## config.mk

```make
export PLATFORM = sky130hd
export DESIGN_NAME = ps2_command_tx
export DESIGN_NICKNAME = d
export VERILOG_FILES = /design/src/rtl/ps2_command_tx.sv
export SDC_FILE = /design/constraint.sdc
export NUM_CORES = 1
export LEC_CHECK = 0
export ABC_AREA = 1
export CORE_UTILIZATION = 52
export DETAILED_ROUTE_END_ITERATION = 16
export DONT_BUFFER_PORTS = 1
export PLACE_DENSITY_LB_ADDON = 0.1
export SLEW_MARGIN = 20
export SYNTH_ARGS = -nofsm -noshare
export SYNTH_HDL_FRONTEND = slang
export SYNTH_SLANG_ARGS = --single-unit
```

## constraint.sdc

```tcl
create_clock -name clk -period 1.9 [get_ports clk]
set_clock_uncertainty 0.2 [all_clocks]
set_input_delay 0.095 -clock clk [delete_from_list [all_inputs] [get_ports clk]]
set_output_delay 0.095 -clock clk [all_outputs]
set_load 0.02 [all_outputs]
```

## src/rtl/ps2_command_tx.sv

```systemverilog
// ---------------------------------------------------------------------------
// ps2_command_tx
//   Host-to-device PS/2 transmitter. Sends one command byte (plus odd parity
//   and stop bit) to the keyboard over the shared open-drain PS2CLK/PS2DAT
//   pins, then checks the device ACK.
//
// Ports
//   clk, rst                      system clock, async active-high reset
//   the_command[7:0]              byte to send, latched on acceptance
//   send_command                  level request, accepted only when idle
//   ps2_clk_in, ps2_dat_in        raw (asynchronous) pin values
//   ps2_clk_oe, ps2_dat_oe        1 = pull the matching pin low
//   busy                          transfer in progress
//   command_was_sent              1-cycle pulse, ACKed transfer
//   error_no_ack                  1-cycle pulse, device did not ACK
//   error_communication_timed_out 1-cycle pulse, start or transfer timeout
// ---------------------------------------------------------------------------
module ps2_command_tx #(
  parameter int INHIBIT_CYCLES       = 6000,
  parameter int START_TIMEOUT_CYCLES = 750000,
  parameter int XFER_TIMEOUT_CYCLES  = 100000
) (
  input  logic       clk,
  input  logic       rst,
  input  logic [7:0] the_command,
  input  logic       send_command,
  input  logic       ps2_clk_in,
  input  logic       ps2_dat_in,
  output logic       ps2_clk_oe,
  output logic       ps2_dat_oe,
  output logic       busy,
  output logic       command_was_sent,
  output logic       error_no_ack,
  output logic       error_communication_timed_out
);

  // One shared counter serves inhibit, start wait and transfer windows.
  localparam int MAX_A   = (INHIBIT_CYCLES > START_TIMEOUT_CYCLES) ?
                           INHIBIT_CYCLES : START_TIMEOUT_CYCLES;
  localparam int MAX_CNT = (MAX_A > XFER_TIMEOUT_CYCLES) ? MAX_A : XFER_TIMEOUT_CYCLES;
  localparam int CNT_W   = $clog2(MAX_CNT + 1);

  localparam logic [CNT_W-1:0] INH_LAST   = CNT_W'(INHIBIT_CYCLES - 1);
  localparam logic [CNT_W-1:0] INH_START  = CNT_W'(INHIBIT_CYCLES - 2);
  localparam logic [CNT_W-1:0] START_LAST = CNT_W'(START_TIMEOUT_CYCLES - 1);
  localparam logic [CNT_W-1:0] XFER_LAST  = CNT_W'(XFER_TIMEOUT_CYCLES - 1);

  typedef enum logic [2:0] {
    IDLE, INHIBIT, WAIT_FIRST, SHIFT, ACK, WAIT_RELEASE, CLEANUP
  } state_t;

  // -------------------------------------------------------------------------
  // Pin synchronisers and PS2CLK falling-edge detect
  // -------------------------------------------------------------------------
  logic [1:0] clk_sync, dat_sync;
  logic       clk_prev;
  logic       clk_s, dat_s, clk_fall;

  // Reset to the idle-high line level so leaving reset never fakes an edge.
  always_ff @(posedge clk or posedge rst) begin
    if (rst) begin
      clk_sync <= 2'b11;
      dat_sync <= 2'b11;
      clk_prev <= 1'b1;
    end else begin
      clk_sync <= {clk_sync[0], ps2_clk_in};
      dat_sync <= {dat_sync[0], ps2_dat_in};
      clk_prev <= clk_sync[1];
    end
  end

  assign clk_s    = clk_sync[1];
  assign dat_s    = dat_sync[1];
  assign clk_fall = clk_prev & ~clk_s;

  // -------------------------------------------------------------------------
  // Transfer FSM
  // -------------------------------------------------------------------------
  state_t           state;
  logic [8:0]       shreg;    // {parity, byte}, bit 0 goes out first
  logic [3:0]       bit_idx;  // next item to drive on a falling edge
  logic [CNT_W-1:0] cnt;
  logic             xfer_expired;

  assign xfer_expired = (cnt == XFER_LAST);

  always_ff @(posedge clk or posedge rst) begin
    if (rst) begin
      state                         <= IDLE;
      shreg                         <= '0;
      bit_idx                       <= '0;
      cnt                           <= '0;
      ps2_clk_oe                    <= 1'b0;
      ps2_dat_oe                    <= 1'b0;
      busy                          <= 1'b0;
      command_was_sent              <= 1'b0;
      error_no_ack                  <= 1'b0;
      error_communication_timed_out <= 1'b0;
    end else begin
      command_was_sent              <= 1'b0;
      error_no_ack                  <= 1'b0;
      error_communication_timed_out <= 1'b0;

      case (state)
        IDLE: begin
          ps2_clk_oe <= 1'b0;
          ps2_dat_oe <= 1'b0;
          cnt        <= '0;
          bit_idx    <= '0;
          if (send_command) begin
            // Odd parity: parity bit makes the total count of ones odd.
            shreg      <= {~^the_command, the_command};
            busy       <= 1'b1;
            ps2_clk_oe <= 1'b1;
            // With a single inhibit cycle that cycle is also the last one.
            ps2_dat_oe <= (INHIBIT_CYCLES == 1);
            state      <= INHIBIT;
          end
        end

        // Hold PS2CLK low; raise the start bit in the last inhibit cycle so
        // the request is already formed when the clock is released.
        INHIBIT: begin
          cnt <= cnt + 1'b1;
          if (cnt == INH_START) ps2_dat_oe <= 1'b1;
          if (cnt == INH_LAST) begin
            ps2_clk_oe <= 1'b0;
            cnt        <= '0;
            state      <= WAIT_FIRST;
          end
        end

        WAIT_FIRST: begin
          cnt <= cnt + 1'b1;
          if (cnt == START_LAST) begin
            error_communication_timed_out <= 1'b1;
            ps2_dat_oe                    <= 1'b0;
            state                         <= CLEANUP;
          end else if (clk_fall) begin
            ps2_dat_oe <= ~shreg[0];
            bit_idx    <= 4'd1;
            cnt        <= '0;    // transfer window starts at the first edge
            state      <= SHIFT;
          end
        end

        // Edges 2..8 drive bits 1..7, edge 9 parity, edge 10 the stop bit
        // (line released). The timeout wins over a same-cycle edge.
        SHIFT: begin
          cnt <= cnt + 1'b1;
          if (xfer_expired) begin
            error_communication_timed_out <= 1'b1;
            ps2_dat_oe                    <= 1'b0;
            state                         <= CLEANUP;
          end else if (clk_fall) begin
            if (bit_idx == 4'd9) begin
              ps2_dat_oe <= 1'b0;
              state      <= ACK;
            end else begin
              ps2_dat_oe <= ~shreg[bit_idx];
              bit_idx    <= bit_idx + 4'd1;
            end
          end
        end

        ACK: begin
          cnt <= cnt + 1'b1;
          if (xfer_expired) begin
            error_communication_timed_out <= 1'b1;
            ps2_dat_oe                    <= 1'b0;
            state                         <= CLEANUP;
          end else if (clk_fall) begin
            if (!dat_s) begin
              state <= WAIT_RELEASE;
            end else begin
              error_no_ack <= 1'b1;
              state        <= CLEANUP;
            end
          end
        end

        // Stay busy until the device lets go of both lines, so the receive
        // path never sees the ACK tail as incoming data.
        WAIT_RELEASE: begin
          cnt <= cnt + 1'b1;
          if (xfer_expired) begin
            error_communication_timed_out <= 1'b1;
            ps2_dat_oe                    <= 1'b0;
            state                         <= CLEANUP;
          end else if (clk_s && dat_s) begin
            command_was_sent <= 1'b1;
            busy             <= 1'b0;
            state            <= IDLE;
          end
        end

        CLEANUP: begin
          ps2_clk_oe <= 1'b0;
          ps2_dat_oe <= 1'b0;
          busy       <= 1'b0;
          state      <= IDLE;
        end

        default: begin
          ps2_clk_oe <= 1'b0;
          ps2_dat_oe <= 1'b0;
          busy       <= 1'b0;
          state      <= IDLE;
        end
      endcase
    end
  end

endmodule

```

Yosys cells after proc, flatten, opt, wreduce, memory -nomap -nowiden
Index checks and enable logic that the tools add are counted.
{"block": "word_totals", "wordCells": 113, "regBits": 47, "in_bits": 13}
{"block": "op_classes", "n_eq_ne": 26, "n_lt_le_gt_ge": 1, "n_bitwise": 6, "n_addsub": 2, "muxes": 50, "reduce_logical": 15}
{"operator": "case mux 20 bit (4 select lines)", "n": 1}
{"operator": "2-to-1 mux 20 bit", "n": 3}
{"operator": "== test 20 x 13 -> 1 bit, second input constant", "n": 2}
{"operator": "2-to-1 mux 3 bit", "n": 11}
{"operator": "2-to-1 mux 1 bit", "n": 22}
{"operator": "adder 20 x 1 -> 20 bit, second input constant", "n": 1}
{"operator": "== test 20 x 17 -> 1 bit, second input constant", "n": 1}
{"operator": "== test 20 bit, second input constant", "n": 1}
{"operator": "2-to-1 mux 4 bit", "n": 5}
{"operator": "inequality test 2 bit, second input constant", "n": 10}
{"operator": "case mux 3 bit (6 select lines)", "n": 1}
{"operator": "inequality test 3 bit, second input constant", "n": 5}
{"operator": "case mux 4 bit (3 select lines)", "n": 1}
{"operator": "AND reduction 4 bit", "n": 2}
{"operator": "OR reduction 4 bit", "n": 2}
{"operator": "XNOR reduction 8 bit", "n": 1}
{"operator": "AND reduction 7 bit", "n": 1}
{"operator": "== test 3 x 2 -> 1 bit, second input constant", "n": 2}
{"operator": "== test 3 bit, second input constant", "n": 2}
{"operator": "case mux 1 bit (3 select lines)", "n": 2}
{"operator": "AND reduction 6 bit", "n": 1}
{"operator": "less-than comparator 4 x 5 -> 1 bit, second input constant", "n": 1}
{"operator": "inverter 1 bit", "n": 5}
{"operator": "adder 4 x 1 -> 4 bit, second input constant", "n": 1}
{"operator": "other kinds (15)", "n": 16}

Logic depth before layout (Yosys ltp)
{"block": "logic_depth", "word_depth": 7, "depth_mapped": 13, "mapped_depth_nobuf": 13}

Worst setup path before layout
No wires, ideal clock.
{"block": "synth_timing", "path_kind": "reg2reg", "startpoint": "reg cnt[13]", "endpoint": "reg cnt[10]", "path_slack_ns": 0.196, "arrival_time_ns": 1.387, "required_time_ns": 1.583, "path_stages_with_launch": 12, "period_less_slack_ns": 1.704, "path_buffers": 1, "path_cell_list": "dfrtp_1 > buf_4 > nor2_2 > nand2_2 > nor2_2 > nand3_2 > nand2_4 > nand2_2 > nor2_8 > nor2_8 > nand2_1 > nand2_1"}
{"block": "synth_via", "elab_chain_cells": 3}
{"item": "start, declared", "line": "82", "rtl": "logic [CNT_W-1:0] cnt;"}
{"item": "start signal, assigned", "line": "124", "rtl": "cnt <= cnt + 1'b1;"}
{"item": "start signal, assigned", "line": "134", "rtl": "cnt <= cnt + 1'b1;"}
{"item": "start signal, assigned", "line": "150", "rtl": "cnt <= cnt + 1'b1;"}
{"item": "== test 20 bit / == test 20 x 13 -> 1 bit (equally long branches)", "line": "135, 126"}
{"item": "2-to-1 mux 20 bit (on tied branches)", "line": "135, 126"}
{"item": "case mux 20 bit (4 select lines) *", "line": "104", "rtl": "case (state)"}
Mark *: on every way between the ends. The rest lies on a longest branch, timed or not.
A chain may end at the register's enable or synchronous reset.

Final worst setup path
{"block": "layout_timing", "startpoint": "reg cnt[6]", "endpoint": "reg cnt[12]"}
{"block": "layout_via", "elab_chain_cells": 4}
{"item": "adder 20 x 1 -> 20 bit"}
{"item": "2-to-1 mux 20 bit", "line": "139", "rtl": "end else if (clk_fall) begin"}
{"item": "2-to-1 mux 20 bit", "line": "135", "rtl": "if (cnt == START_LAST) begin"}
{"item": "case mux 20 bit (4 select lines) *", "line": "104"}
Marks and branches as above.

==> impl_metrics.yaml <==
setup_path:
  cp_cell_sequence: "nand2_1, clkinv_1, nand3_2, nor2_4, nand3_2, nand2_4, nand2_2, nor2_8, nor2_8, nand2_1, nand2_1"
  startpoint: "cnt[6]$_DFFE_PP0P_"
  worst-path-stages: 11
  crit_path_frequent_cell: "nand2_1"
  timing.rr.end: "cnt[12]$_DFFE_PP0P_"
  cp.required_ps: 1900
  reg2reg_setup_slack_ps: 50
  worstSetupPathType: "reg2reg"
  cpPeakStageDelay_ps: 450
  end_kind: "flip-flop"
  critical_path.endpoint: "cnt[12]$_DFFE_PP0P_"
  crit_arrival_ps: 1850
  crit_slowest_cell: "dfrtp_1"
  timing.rr.start: "cnt[6]$_DFFE_PP0P_"
  r2r_cells: 11
  cp_top_family: "simple AND/OR/NAND/NOR gates"
  cp_num_buf_inv: 1
  startpoint_type: "flip-flop"
  cp_max_fo: 7
timing:
  max_freq_mhz: 541.2
  slew_headroom_pct: 60.39
  rsz0062_at_grt: "yes"
  tightest_slew_ps: 594.1
  whs_ps: -1.060
  slew_viol_final: 0
  setup_ws_ps: 52.33
  fin_crit_ps: 1848
  setup_viol: 0
  hold_viol_final: 1
  fin_crit_sh_pct: 97.25
grt:
  grt_start_max_net_pins: 48
  first_global_vias: 2815
  track_usage_pct: 27.50
  grt_pass1_wl_mm: 13.57
  grt.overflow.total: 0
  antenna_found_initial: 0
power_and_ir_drop:
  netSwitchingFraction_pct: 44.37
  finalPower_uw: 4140
  p_switching_uw: 1837
  vdd_drop_max_v: 0.0006633
  p_per_area_mw_per_mm2: 1039
  p_int_uw: 2303
  clkPwrFrac_pct: 19.1
  seqPwrFrac_pct: 32.6
  combPwrFrac_pct: 48.3
  leakage_uw: 0.001879
detailed_routing:
  drc: 0
  via_count: 3116
  wl_per_cell_um: 14.97
  wl_mm: 8.518
  dr.pass1.iters: 5
  vias_per_cell: 5.476
  drt-initial-drc-count: 267
  antenna_left: 0
finish:
  fillers: 506
  fin_area_mm2: 0.003986
  drive_gt1_share_pct: 27.94
  area_delta_synth_final_pct: 24.07
  nets: 513
  diodes: 0
clock_network:
  cts_buffer_depth: 2
  clk_pin_slew_ps: 100
  cts_root_buf: "clkbuf_8"
  insertion_delay_ps: 310
  cts_tree: "done"
  cts_buffers: 5
  clkSinkCount: 47
  htreeDepth: 2
logic_synthesis:
  yosysMostFrequentCell: "nand2_1"
  synth.cell_area_mm2: 0.003213
  yosys_most_used_dff: "dfrtp_1"
  ys_ff_latch: 47
  synth_cells: 437
  synth-edff-count: 0
  synth_largest_area_cell: "dfrtp_1"
  synth_top_area_share_pct: 32.71
  ys_seq_area_share_pct: 36.80
  synth_area_leaders: "dfrtp_1, nand2_1, nand3_1"
  synth_common_cells: "nand2_1, inv_1, dfrtp_1"
  async_flop_share_pct: 100.0
  synth_fp_nets: 457
  ys_types: 38
  post_synth.cell_area_avg_um2: 7.353
  ys_warn_count: 0
floorplanning:
  die_area_mm2: 0.006497
  dieHeight_um: 80.61
  start_util_pct: 53.95
  num_rows: 28
  core_area_mm2: 0.005956
  io_pins: 19
  die_w_um: 80.61
outcome:
  violations: "negative hold slack"
  status: "finished, violations left"
place:
  dp_hpwl_mm: 5.996
  portBuffers: 0
  placed_area_mm2: 0.003541
  place_ws_ps: -40.42
  gp_routability_congestion: 0.9074
hold_path:
  hp-class: "in2reg"
job:
  cap_violations: 0
-- power by group through the flow --
stage	clock, uW	sequential (uW)	combinational [uW]
6_report	791	1350	2000
5_1_grt	839	1370	2210
4_1_cts	809	1340	1850
3_5_place_dp	0	1350	1780
3_3_place_gp	0	1350	1770
2_1_floorplan	0	1330	1290
-- sequential cells by signal (all words and copies together), names as in the netlist --
signal / cells
dat_sync: 2
error_communication_timed_out: 1
cnt: 20
ps2_clk_oe: 1
shreg: 9
ps2_dat_oe: 1
clk_sync: 2
busy: 1
command_was_sent: 1
bit_idx: 4
error_no_ack: 1
clk_prev: 1
state: 3
-- per-stage QoR --
step	util, %	cells	setup TNS, ps
2_1_floorplan	-	437	0
3_3_place_gp	59.45	540	0
3_5_place_dp	59.45	540	-169.2
4_1_cts	63.78	560	0
5_1_grt	66.93	569	-345.0
6_report	66.93	569	0
-- how the worst min path moves through the flow --
stage	to	slack (ps)	depth (start not counted)	startpoint
after floorplan	clk_sync[0]$_DFF_PP1_	-100	0	ps2_clk_in
after global placement	dat_sync[0]$_DFF_PP1_	-100	0	ps2_dat_in
after detailed placement	clk_sync[0]$_DFF_PP1_	-100	0	ps2_clk_in
after CTS	shreg[8]$_DFFE_PP0P_	7	4	the_command[6]
after global routing	shreg[8]$_DFFE_PP0P_	40	4	the_command[6]
final	shreg[8]$_DFFE_PP0P_	-1	4	the_command[6]
-- tightest hold or removal path, cell delays in order --
cell and delay [ps]:
xnor2_1 60, xnor2_1 140, xnor2_1 120, o21ai_0 60
-- cell type report --
type	instances	area, um2	area share (%)
Multi-Input combinational cell	322	1893	47.49
Sequential cell	47	1191	29.88
Tap cell	75	93.84	2.354
Clock buffer	5	68.82	1.726
Inverter	59	224.0	5.618
Timing Repair Buffer	58	467.9	11.74
Clock inverter	3	47.55	1.193
-- kinds of logic (layout without fill, tap and decap cells) --
group | after synthesis | count (layout) | synth area share (%)
compound gates | 45 | 45 | 7.750
xor+xnor | 18 | 18 | 4.907
fa+ha+maj | 7 | 7 | 2.726
buf+inv | 69 | 125 | 8.489
flops | 47 | 47 | 36.80
mux | 2 | 2 | 0.7009
simple gates | 249 | 250 | 38.63
-- placed cells by master, fill, tap and decap left out, drive strengths merged --
master,n
clkinv,3
nand3,38
clkbuf,5
nand3b,2
o21ai,17
buf,45
nand4,14
nor2,59
nor4,3
o211ai,4
mux2,2
dfrtp,42
or2,1
nor3,14
nand2,119
xnor2,7
inv,58
bufinv,1
a21oi,17
a211oi,1
xor2,11
dlygate4sd3,13
dfstp,5
ha,7
o22ai,5
a31oi,1
-- layer usage --
layer  part of all wire (%)  vias to the layer above  GRT usage, %  wire (um)
met1                     47                     1473         39.10       4014
met4                    1.2                        0         5.357        105
li1                       -                     1534             -          -
met5                      0                        -             0          0
met3                    4.6                       13         3.750        389
met2                     47                       96         44.24       4009
-- timing repair --
action / CTS / global route
pin swaps: 0 / 5
resized for setup: 4 / 37
hold buffers: 12 / 1
setup endpoints to repair: 10 / 34
cloned: 0 / 1
hold endpoints to repair: 55 / 5
setup buffers: 0 / 7
Power figures use the tool's default switching activity.
